===== src/rtl/life_grid_engine_if.sv =====
// Load and pixel buses of the Game-of-Life engine. The engine uses the master
// modport (it accepts loads and produces pixels); the environment uses slave.
interface life_grid_engine_if #(
    parameter int XW = 8,
    parameter int YW = 8
);
    // Both channels: a transfer happens on a rising clock edge where valid && ready;
    // the producer holds valid and its payload unchanged until that edge.
    logic          load_valid;
    logic          load_ready;
    logic [XW-1:0] load_x;
    logic [YW-1:0] load_y;
    logic          load_alive;

    logic          px_valid;
    logic          px_ready;
    logic [XW-1:0] px_x;
    logic [YW-1:0] px_y;
    logic [2:0]    px_colour;

    modport master (
        input  load_valid, load_x, load_y, load_alive, px_ready,
        output load_ready, px_valid, px_x, px_y, px_colour
    );

    modport slave (
        output load_valid, load_x, load_y, load_alive, px_ready,
        input  load_ready, px_valid, px_x, px_y, px_colour
    );
endinterface


===== src/rtl/life_grid_engine.sv =====
// Game-of-Life (B3/S23) engine: sweeps the grid one cell per cycle and streams
// one pixel per changed cell; also handles single-cell loads and a full clear.
module life_grid_engine #(
    parameter int         ROWS    = 16,
    parameter int         COLS    = 16,
    parameter int         XW      = 8,
    parameter int         YW      = 8,
    parameter int         WRAP    = 0,
    parameter logic [2:0] C_ALIVE = 3'b111,
    parameter logic [2:0] C_DEAD  = 3'b000
) (
    input  logic                clock,
    input  logic                reset_n,
    life_grid_engine_if.master  bus,
    input  logic                step,
    input  logic                clear,
    output logic                busy,
    output logic [15:0]         gen_count,
    output logic [15:0]         alive_count,
    output logic [2:0]          dbg_state
);
    localparam int N  = ROWS * COLS;
    localparam int AW = (N > 1) ? $clog2(N) : 1;

    typedef enum logic [2:0] {
        S_IDLE       = 3'd0,
        S_SCAN       = 3'd1,
        S_PXWAIT     = 3'd2,
        S_COMMIT     = 3'd3,
        S_CLR_SCAN   = 3'd4,
        S_CLR_PXWAIT = 3'd5,
        S_LD_PXWAIT  = 3'd6
    } state_t;

    state_t        state, state_n;
    logic [N-1:0]  cur, nxt;
    logic [AW-1:0] idx, idx_inc;
    logic [XW-1:0] cx, cx_inc;
    logic [YW-1:0] cy, cy_inc;
    logic [15:0]   delta;
    logic          px_valid_q;
    logic [XW-1:0] px_x_q;
    logic [YW-1:0] px_y_q;
    logic [2:0]    px_colour_q;

    logic          load_ready, load_in_range, accept_px, last;
    logic          cell_cur, new_val, changed;
    logic [3:0]    ncount;
    logic [AW-1:0] load_idx;

    // Off-grid neighbours are dead unless the grid is toroidal.
    function automatic logic nb_alive(input logic [N-1:0] g, input int x, input int y);
        int xx;
        int yy;
        xx = x;
        yy = y;
        if (WRAP != 0) begin
            if (xx < 0) xx = xx + COLS; else if (xx >= COLS) xx = xx - COLS;
            if (yy < 0) yy = yy + ROWS; else if (yy >= ROWS) yy = yy - ROWS;
        end
        if (xx < 0 || xx >= COLS || yy < 0 || yy >= ROWS) return 1'b0;
        return g[AW'(yy * COLS + xx)];
    endfunction

    always_comb begin
        ncount = '0;
        for (int dy = -1; dy <= 1; dy++)
            for (int dx = -1; dx <= 1; dx++)
                if (dx != 0 || dy != 0)
                    ncount = ncount + {3'b000, nb_alive(cur, int'(cx) + dx, int'(cy) + dy)};
    end

    assign cell_cur      = cur[idx];
    assign new_val       = (ncount == 4'd3) | (cell_cur & (ncount == 4'd2));
    assign changed       = new_val != cell_cur;
    assign last          = (idx == AW'(N - 1));
    assign accept_px     = px_valid_q && bus.px_ready;
    assign load_ready    = (state == S_IDLE) && !px_valid_q;
    assign load_in_range = (int'(bus.load_x) < COLS) && (int'(bus.load_y) < ROWS);
    assign load_idx      = AW'(int'(bus.load_y) * COLS + int'(bus.load_x));

    // Raster-order successor; x/y are tracked alongside idx to avoid a divider.
    always_comb begin
        idx_inc = idx + AW'(1);
        cx_inc  = cx + XW'(1);
        cy_inc  = cy;
        if (cx == XW'(COLS - 1)) begin
            cx_inc = '0;
            cy_inc = cy + YW'(1);
        end
        if (last) begin
            idx_inc = '0;
            cx_inc  = '0;
            cy_inc  = '0;
        end
    end

    always_ff @(posedge clock) begin
        if (!reset_n) state <= S_IDLE;
        else          state <= state_n;
    end

    always_comb begin
        state_n = state;
        case (state)
            S_IDLE: begin
                if (clear)                               state_n = S_CLR_SCAN;
                else if (bus.load_valid && load_ready)   state_n = load_in_range ? S_LD_PXWAIT : S_IDLE;
                else if (step)                           state_n = S_SCAN;
            end
            S_SCAN: begin
                if (changed)   state_n = S_PXWAIT;
                else if (last) state_n = S_COMMIT;
            end
            S_PXWAIT:     if (accept_px) state_n = last ? S_COMMIT : S_SCAN;
            S_COMMIT:     state_n = S_IDLE;
            S_CLR_SCAN: begin
                if (cell_cur)  state_n = S_CLR_PXWAIT;
                else if (last) state_n = S_IDLE;
            end
            S_CLR_PXWAIT: if (accept_px) state_n = last ? S_IDLE : S_CLR_SCAN;
            S_LD_PXWAIT:  if (accept_px) state_n = S_IDLE;
            default:      state_n = S_IDLE;
        endcase
    end

    always_ff @(posedge clock) begin
        if (!reset_n) begin
            cur         <= '0;
            nxt         <= '0;
            idx         <= '0;
            cx          <= '0;
            cy          <= '0;
            delta       <= '0;
            px_valid_q  <= 1'b0;
            px_x_q      <= '0;
            px_y_q      <= '0;
            px_colour_q <= C_DEAD;
            gen_count   <= '0;
            alive_count <= '0;
        end else begin
            case (state)
                S_IDLE: begin
                    if (clear) begin
                        idx <= '0;
                        cx  <= '0;
                        cy  <= '0;
                    end else if (bus.load_valid && load_ready) begin
                        if (load_in_range) begin
                            cur[load_idx] <= bus.load_alive;
                            if (bus.load_alive && !cur[load_idx])      alive_count <= alive_count + 16'd1;
                            else if (!bus.load_alive && cur[load_idx]) alive_count <= alive_count - 16'd1;
                            px_valid_q  <= 1'b1;
                            px_x_q      <= bus.load_x;
                            px_y_q      <= bus.load_y;
                            px_colour_q <= bus.load_alive ? C_ALIVE : C_DEAD;
                        end
                    end else if (step) begin
                        idx   <= '0;
                        cx    <= '0;
                        cy    <= '0;
                        delta <= '0;
                    end
                end
                S_SCAN: begin
                    nxt[idx] <= new_val;
                    if (changed) begin
                        px_valid_q  <= 1'b1;
                        px_x_q      <= cx;
                        px_y_q      <= cy;
                        px_colour_q <= new_val ? C_ALIVE : C_DEAD;
                        delta       <= new_val ? delta + 16'd1 : delta - 16'd1;
                    end else begin
                        idx <= idx_inc;
                        cx  <= cx_inc;
                        cy  <= cy_inc;
                    end
                end
                S_PXWAIT, S_CLR_PXWAIT: begin
                    if (accept_px) begin
                        px_valid_q <= 1'b0;
                        idx        <= idx_inc;
                        cx         <= cx_inc;
                        cy         <= cy_inc;
                    end
                end
                S_COMMIT: begin
                    cur         <= nxt;
                    gen_count   <= gen_count + 16'd1;
                    alive_count <= alive_count + delta;
                end
                S_CLR_SCAN: begin
                    if (cell_cur) begin
                        cur[idx]    <= 1'b0;
                        alive_count <= alive_count - 16'd1;
                        px_valid_q  <= 1'b1;
                        px_x_q      <= cx;
                        px_y_q      <= cy;
                        px_colour_q <= C_DEAD;
                    end else begin
                        idx <= idx_inc;
                        cx  <= cx_inc;
                        cy  <= cy_inc;
                    end
                end
                S_LD_PXWAIT: if (accept_px) px_valid_q <= 1'b0;
                default: ;
            endcase
        end
    end

    assign bus.load_ready = load_ready;
    assign bus.px_valid   = px_valid_q;
    assign bus.px_x       = px_x_q;
    assign bus.px_y       = px_y_q;
    assign bus.px_colour  = px_colour_q;
    assign busy           = (state != S_IDLE);
    assign dbg_state      = state;
endmodule


===== src/flat_wrapper.sv =====
// flat-port wrapper written by rule: the top's interface ports become plain ports
module life_grid_engine_flat 
#(
    parameter int         ROWS    = 16,
    parameter int         COLS    = 16,
    parameter int         XW      = 8,
    parameter int         YW      = 8,
    parameter int         WRAP    = 0,
    parameter logic [2:0] C_ALIVE = 3'b111,
    parameter logic [2:0] C_DEAD  = 3'b000
)
  (clock, reset_n, step, clear, busy, gen_count, alive_count, dbg_state, bus_load_valid, bus_load_x, bus_load_y, bus_load_alive, bus_px_ready, bus_load_ready, bus_px_valid, bus_px_x, bus_px_y, bus_px_colour);
  life_grid_engine_if #(.XW(XW), .YW(YW)) bus_i ();
  input  logic clock;
  input  logic reset_n;
  input  logic step;
  input  logic clear;
  output logic busy;
  output logic [15:0] gen_count;
  output logic [15:0] alive_count;
  output logic [2:0] dbg_state;
  input wire logic [$bits(bus_i.load_valid)-1:0] bus_load_valid;
  input wire logic [$bits(bus_i.load_x)-1:0] bus_load_x;
  input wire logic [$bits(bus_i.load_y)-1:0] bus_load_y;
  input wire logic [$bits(bus_i.load_alive)-1:0] bus_load_alive;
  input wire logic [$bits(bus_i.px_ready)-1:0] bus_px_ready;
  output wire logic [$bits(bus_i.load_ready)-1:0] bus_load_ready;
  output wire logic [$bits(bus_i.px_valid)-1:0] bus_px_valid;
  output wire logic [$bits(bus_i.px_x)-1:0] bus_px_x;
  output wire logic [$bits(bus_i.px_y)-1:0] bus_px_y;
  output wire logic [$bits(bus_i.px_colour)-1:0] bus_px_colour;
  assign bus_i.load_valid = bus_load_valid;
  assign bus_i.load_x = bus_load_x;
  assign bus_i.load_y = bus_load_y;
  assign bus_i.load_alive = bus_load_alive;
  assign bus_i.px_ready = bus_px_ready;
  assign bus_load_ready = bus_i.load_ready;
  assign bus_px_valid = bus_i.px_valid;
  assign bus_px_x = bus_i.px_x;
  assign bus_px_y = bus_i.px_y;
  assign bus_px_colour = bus_i.px_colour;
  life_grid_engine #(.ROWS(ROWS), .COLS(COLS), .XW(XW), .YW(YW), .WRAP(WRAP), .C_ALIVE(C_ALIVE), .C_DEAD(C_DEAD)) u_core (.clock(clock), .reset_n(reset_n), .bus(bus_i), .step(step), .clear(clear), .busy(busy), .gen_count(gen_count), .alive_count(alive_count), .dbg_state(dbg_state));
endmodule

===== config.mk =====
export PLATFORM = sky130hd
export DESIGN_NAME = life_grid_engine_flat
export DESIGN_NICKNAME = d
export VERILOG_FILES = /design/src/rtl/life_grid_engine_if.sv /design/src/rtl/life_grid_engine.sv /design/src/flat_wrapper.sv
export SDC_FILE = /design/constraint.sdc
export NUM_CORES = 2
export LEC_CHECK = 0
export CAP_MARGIN = 20
export CORE_MARGIN = 3
export CORE_UTILIZATION = 30
export DETAILED_ROUTE_END_ITERATION = 12
export GPL_TIMING_DRIVEN = 0
export PLACE_DENSITY_LB_ADDON = 0.15
export SYNTH_ARGS = -nofsm -noshare
export SYNTH_HDL_FRONTEND = slang
export SYNTH_SLANG_ARGS = --single-unit

===== constraint.sdc =====
create_clock -name clock -period 21.6 [get_ports clock]
set_input_delay 2.16 -clock clock [delete_from_list [all_inputs] [get_ports clock]]
set_output_delay 2.16 -clock clock [all_outputs]
set_load 0.05 [all_outputs]

# [Yosys cells after proc, flatten, opt, wreduce, memory -nomap -nowiden]
# Cells that the tools add are included.
[totals] register_bits=607 in_bits=23
[op_classes] n_addsub=29 magnitude_cmp=26 eq_ne=31 n_mux=137 n_bitwise=4 reduce_logical=46
[ops] cell="two-way mux 256 bit" count=4
[ops] cell="one-hot mux 256 bit (3 select lines)" count=1
[ops] cell="bitwise mux 256 bit" count=2
[ops] cell="bitwise AND 256 bit" count=1
[ops] cell="NOT 256 bit" count=1
[ops] cell="two-way mux 8 bit" count=27
[ops] cell="two-way mux 16 bit" count=11
[ops] cell="one-hot mux 8 bit (4 select lines)" count=3
[ops] cell="binary-select mux 1 bit (select 8 bit)" count=10
[ops] cell="less-than comparator 8 x 10 -> 1 bit, second input constant" count=8
[ops] cell="adder 8 bit" count=9
[ops] cell="two-way mux 3 bit" count=19
[ops] cell="two-way mux 1 bit" count=50
[ops] cell="adder 16 x 1 -> 16 bit, second input constant" count=3
[ops] cell="one-hot mux 16 bit (3 select lines)" count=1
[ops] cell="one-hot mux 8 bit (3 select lines)" count=2
[ops] cell="one-hot mux 16 bit (2 select lines)" count=1
[ops] cell="subtractor 16 x 1 -> 16 bit, second input constant" count=2
[ops] cell="adder 4 x 1 -> 4 bit" count=6
[ops] cell="adder 8 x 1 -> 8 bit, second input constant" count=3
[ops] cell="AND reduction 6 bit" count=4
[ops] cell="adder 9 x 1 -> 10 bit, second input constant" count=2
[ops] cell=">= comparator 10 x 6 -> 1 bit, second input constant" count=2
[ops] cell="less-than comparator 10 x 1 -> 1 bit, second input constant" count=2
[ops] cell="other kinds (40)" count=99

# [Longest topological paths before layout]
[depth] depth_word=20 depth_mapped=41 mapped_depth_nobuf=33

# [Worst setup path after synthesis]
# No wires, ideal clock.
[synth_timing] path_type="register to register" start="register u_core.cx[0]" end="register u_core.delta[12]" setup_ns=0.070 arrival_ns=10.380 required_ns=21.530 setup_slack_ns=11.150 path_stages_with_launch=41 n_path_buf=10 period_less_slack_ns=10.450 path_cell_list="dfxtp_1 -> buf_2 -> buf_2 -> buf_1 -> clkbuf_1 -> inv_1 -> ha_1 -> buf_2 -> clkbuf_1 -> clkbuf_1 -> buf_1 -> mux4_2 -> mux2i_1 -> a21oi_1 -> mux2i_1 -> mux4_2 -> mux2_2 -> nor3b_1 -> [... 5 more ...] -> fa_1 -> nor2_1 -> a31oi_1 -> or2_2 -> a21oi_1 -> buf_2 -> buf_2 -> inv_1 -> fa_1 -> a21o_1 -> a21oi_1 -> o21ba_2 -> o21ai_0 -> a2111oi_0 -> nor2_1 -> xnor2_1 -> or4_1 -> a21oi_1"
[synth_via] elab_chain_cells=20 word_cells_on_any_way=92 cone_classes="17 x add/sub; 6 x order compare; 4 x eq/ne; 43 x mux; 2 x bitwise; 20 x reduce/logical"
[synth_lines] item="from (decl)" line="life_grid_engine.sv:38" text="logic [XW-1:0] cx, cx_inc;"
[synth_lines] item="from (signal assigned)" line="life_grid_engine.sv:175" text="cx <= cx_inc;"
[synth_lines] item="from (signal assigned)" line="life_grid_engine.sv:183" text="cx <= cx_inc;"
[synth_lines] item="from (signal assigned)" line="life_grid_engine.sv:202" text="cx <= cx_inc;"
[synth_lines] item="parallel branches: the longest is 13 deep, another holds adder 9 x 1 -> 10 bit"
[synth_lines] item="adder 4 x 1 -> 4 bit *" line="life_grid_engine.sv:70" text="ncount = ncount + {3'b000, nb_alive(cur, int'(cx) + dx, int'(cy) + dy)};"
[synth_lines] item="== test 4 x 2 -> 1 bit" line="life_grid_engine.sv:74" text="assign new_val = (ncount == 4'd3) | (cell_cur & (ncount == 4'd2));"
[synth_lines] item="bitwise AND 1 bit" line="life_grid_engine.sv:74"
[synth_lines] item="bitwise OR 1 bit *" line="life_grid_engine.sv:74"
[synth_lines] item="!= test 1 bit or two-way mux 16 bit (tied branches)" line="life_grid_engine.sv:75, life_grid_engine.sv:172"
[synth_lines] item="!= test 2 x 1 -> 1 bit (no line) or two-way mux 16 bit (tied branches)"
[synth_lines] item="AND reduction 5 bit (no line) or one-hot mux 16 bit (2 select lines) (tied branches)"
[synth_lines] item="to (signal assigned)" line="life_grid_engine.sv:172" text="delta <= new_val ? delta + 16'd1 : delta - 16'd1;"
[synth_lines] item="to (decl)" line="life_grid_engine.sv:40" text="logic [15:0] delta;"
# Mark *: on every way between the ends. The select of a mux whose other input is x is not followed.
# A chain may end at the register's enable or synchronous reset.

# [Worst setup path in the final report]
[layout_timing] start="register u_core.cx[0]" end="register u_core.delta[15]"
# Same word-level chain as after synthesis.

==> impl_metrics.tcl <==
set metrics [dict create \
    status "complete, no violations" \
    drtPass1Iterations 10 \
    max_cap_viol_count 0 \
    drive_gt1_share_pct 14.0 \
    cts_buffers 79 \
    dr.max_layer_used "met5" \
    syn_avg_cell_area_um2 8.51 \
    overflow 0 \
    synth_flop_cell "dfxtp_1" \
    antenna_found_initial 31 \
    cp.depth 40 \
    slowest_delay_ns 0.98 \
    reg2reg_depth 40 \
    cts_root_buffer "clkbuf_16" \
    r2r-end "u_core.delta[15]$_SDFFE_PN0P_" \
    crit_fanout 15 \
    leakage_uw 0.0159 \
    tns_ns 0 \
    dp_hpwl_mm 245 \
    met1_length_mm 121 \
    cts_resized 0 \
    synth_edf_count 0 \
    arrival_ns 17.92 \
    initial_core_util_pct 30.3 \
    yosysWarnings 0 \
    yosys-top-cells-area "dfxtp_1 (26%), mux4_2 (19%), a21oi_1 (7.9%)" \
    min_path_cells 2 \
    vias_per_cell 6.82 \
    reg2reg_from "u_core.cx[0]$_SDFFE_PN0P_" \
    fin_crit_ns 17.28 \
    worstSetupEndpointType "flop" \
    io_pins 80 \
    drv_slew 0 \
    yosys.area.top_type "dfxtp_1" \
    gp_congestion 1.09 \
    hold-worst-slack_ns 0.478 \
    wl_met2_mm 128 \
    synth_nets 5536 \
    cp_slowest_cell "clkbuf_1" \
    synth_async_sr_flop_share_pct 0 \
    max_freq_mhz 57.9 \
    die_h_um 398 \
    insertion_delay_ns 0.75 \
    ant_nets 0 \
    min_from "u_core.nxt[163]$_SDFFE_PN0P_" \
    critical_path.top_delay_family "buffers and inverters" \
    cts_tree "yes" \
    rsz0062_at_grt "false" \
    ys_seq_area_share_pct 26.2 \
    hold_path_class "reg2reg" \
    ctsHtreeMaxLevel 3 \
    routed_wl_mm 324 \
    clockBufferDepth 3 \
    power_density_mw_per_mm2 97.7 \
    synth-seq-cells 605 \
    hold_buffers 0 \
    rows 143 \
    grt_usage_pct 39.3 \
    tightest_slew_ns 1.33 \
    die_area_mm2 0.159 \
    clock_skew_ns 0.0447 \
    drc 0 \
    die_w_um 398 \
    cp_common_cell "buf_2" \
    min_period_over_period_pct 80.0 \
    drt_iter0_drc 9309 \
    syn2layout_area_growth_pct 17.1 \
    vias 53300 \
    cts_setup_buffers 0 \
    hold_viol 0 \
    rrSetupSlack_ns 4.32 \
    ir_drop_uv 97.0 \
    port_buffers 74 \
    crit_type "reg2reg" \
    drt-wirelength-per-cell_um 41.4 \
    wl_met3_mm 49.8 \
    core-area_mm2 0.152 \
    worstSetupStartpointType "flop" \
    path_clk_slew_ns 0.08 \
    cts.sinks 605 \
    setup_viol 0 \
    path_buf_inv 13 \
    nets 5808 \
    syn_area_mm2 0.0462 \
    synth_cells 5428 \
    synth_cell_types 77 \
    grt_pass1_wl_mm 426 \
    worstPathRequired_ns 22.23 \
    first_global_vias 48000 \
    slew_headroom_pct 10.4 \
    min_to "u_core.nxt[163]$_SDFFE_PN0P_" \
    synth.top_cell.area_share_pct 26.2 \
    grt_max_degree 16 \
]
logic make-up (layout without fill, tap and decap cells):
| kind of cell | Yosys count | count (layout) | share of synthesized area (%) |
|---|---|---|---|
| and+or+nand+nor | 1386 | 1386 | 13.4 |
| adders and majority gates | 85 | 85 | 2.55 |
| muxes | 742 | 742 | 26.6 |
| AOI/OAI and AO/OA | 1857 | 1857 | 23.8 |
| other | 0 | 33 | 0 |
| DFF | 605 | 605 | 26.2 |
| xor gates and xnor gates | 91 | 91 | 1.73 |
| buffers and inverters | 662 | 992 | 5.72 |
registers in the layout, indices dropped and copies added (netlist names), 3 cells and up:
| name | flops |
|---|---|
| u_core.cx | 8 |
| u_core.idx | 8 |
| u_core.bus.px_x | 8 |
| u_core.nxt | 256 |
| u_core.gen_count | 16 |
| u_core.bus.px_y | 8 |
| u_core.alive_count | 16 |
| u_core.dbg_state | 3 |
| u_core.cy | 8 |
| u_core.cur | 256 |
| u_core.delta | 16 |
placed cells by master (no fill, tap or decap), types with 17 or more instances in the layout:
master	n
a211oi_1	37
a21o_1	21
a21oi_1	724
a22oi_1	27
a31oi_1	140
a32oi_1	258
and2_1	22
and3_1	27
buf_1	68
buf_2	80
buf_4	20
buf_8	85
clkbuf_1	448
clkbuf_16	81
clkbuf_2	39
clkdlybuf4s50_1	74
dfxtp_1	605
diode_2	33
ha_1	70
inv_1	32
mux2i_1	347
mux4_2	385
nand2_1	428
nand2b_1	21
nand3_1	295
nand4_1	20
nor2_1	417
nor2b_1	19
nor3_1	42
o21ai_0	553
o22ai_1	17
xnor2_1	48
xor2_1	41
synth_stat cells, drive strengths merged (6+ instances only):
cell / n
nand3: 295
a21oi: 726
o22ai: 17
mux2: 9
mux2i: 347
and2: 23
or4: 11
ha: 70
fa: 15
nor2: 429
o211ai: 9
nand4: 20
a32oi: 258
nand3b: 7
o21ai: 554
and3: 27
or3: 14
dfxtp: 605
o221ai: 7
o31ai: 7
buf: 161
nor2b: 19
inv: 33
mux4: 386
a31oi: 141
nand4b: 12
a21o: 21
nand2: 428
nand2b: 22
clkbuf: 468
nor4: 15
a22oi: 27
xnor2: 49
nor3: 50
a211oi: 37
a311oi: 6
xor2: 42
worst max-delay path by stage:
| stage | slack (ns) | endpoint | startpoint |
|---|---|---|---|
| after floorplan | 11.15 | u_core.delta[12]$_SDFFE_PN0P_ | u_core.cx[0]$_SDFFE_PN0P_ |
| after global placement | 4.33 | u_core.delta[15]$_SDFFE_PN0P_ | u_core.cx[0]$_SDFFE_PN0P_ |
| after detailed placement | 4.77 | u_core.delta[15]$_SDFFE_PN0P_ | u_core.cx[0]$_SDFFE_PN0P_ |
| after CTS | 4.71 | u_core.delta[15]$_SDFFE_PN0P_ | u_core.cx[0]$_SDFFE_PN0P_ |
| after global routing | 4.25 | u_core.delta[15]$_SDFFE_PN0P_ | u_core.cx[0]$_SDFFE_PN0P_ |
| final | 4.32 | u_core.delta[15]$_SDFFE_PN0P_ | u_core.cx[0]$_SDFFE_PN0P_ |
worst reg2reg max path: cells and delay by family, from the launching register on:
family / cells / cell delay (ns)
buffers and inverters: 13 / 7.10
and+or+nand+nor: 4 / 0.93
muxes: 5 / 1.48
adders and majority gates: 7 / 3.07
AOI/OAI and AO/OA: 11 / 4.22
DFF: 1 / 0.37
metal layers:
| layer | global-route usage [%] | vias to the layer above |
|---|---|---|
| met2 | 53.5 | 4517 |
| met3 | 20.2 | 1090 |
| li1 | - | 21300 |
| met1 | 48.0 | 26400 |
| met4 | 25.2 | 22 |
| met5 | 1.05 | - |
report_power, final:
| part | internal [µW] | switching [µW] | total [µW] |
|---|---|---|---|
| Clock | 814 | 600 | 1410 |
| Combinational | 802 | 1870 | 2670 |
| Sequential | 1150 | 42.8 | 1190 |
metrics by stage:
step | instances | power, µW | area [µm²] | utilization [%] | setup WS [ns]
6_report | 7821 | 5280 | 54000 | 35.5 | 4.32
5_1_grt | 7794 | 5370 | 54000 | 35.4 | 4.25
4_1_cts | 7769 | 5130 | 53700 | 35.2 | 4.71
3_5_place_dp | 7630 | 3730 | 51100 | 33.5 | 4.77
3_3_place_gp | 7532 | 3650 | 49500 | 32.4 | 4.33
2_1_floorplan | 5428 | 2690 | 46200 | - | 11.15
final cells by class:
cell class              count  area (µm²)
inverters                  33         124
plain buffers             629        2570
well taps                2030        2540
clock buffers             112        2260
clock inverters            27         377
multi-input cells        4161       31500
repair buffers            191        2470
fillers                 15800       98400
flip-flops and latches    605       12100
diodes                     33        82.6
(Power assumes the default switching activity.)
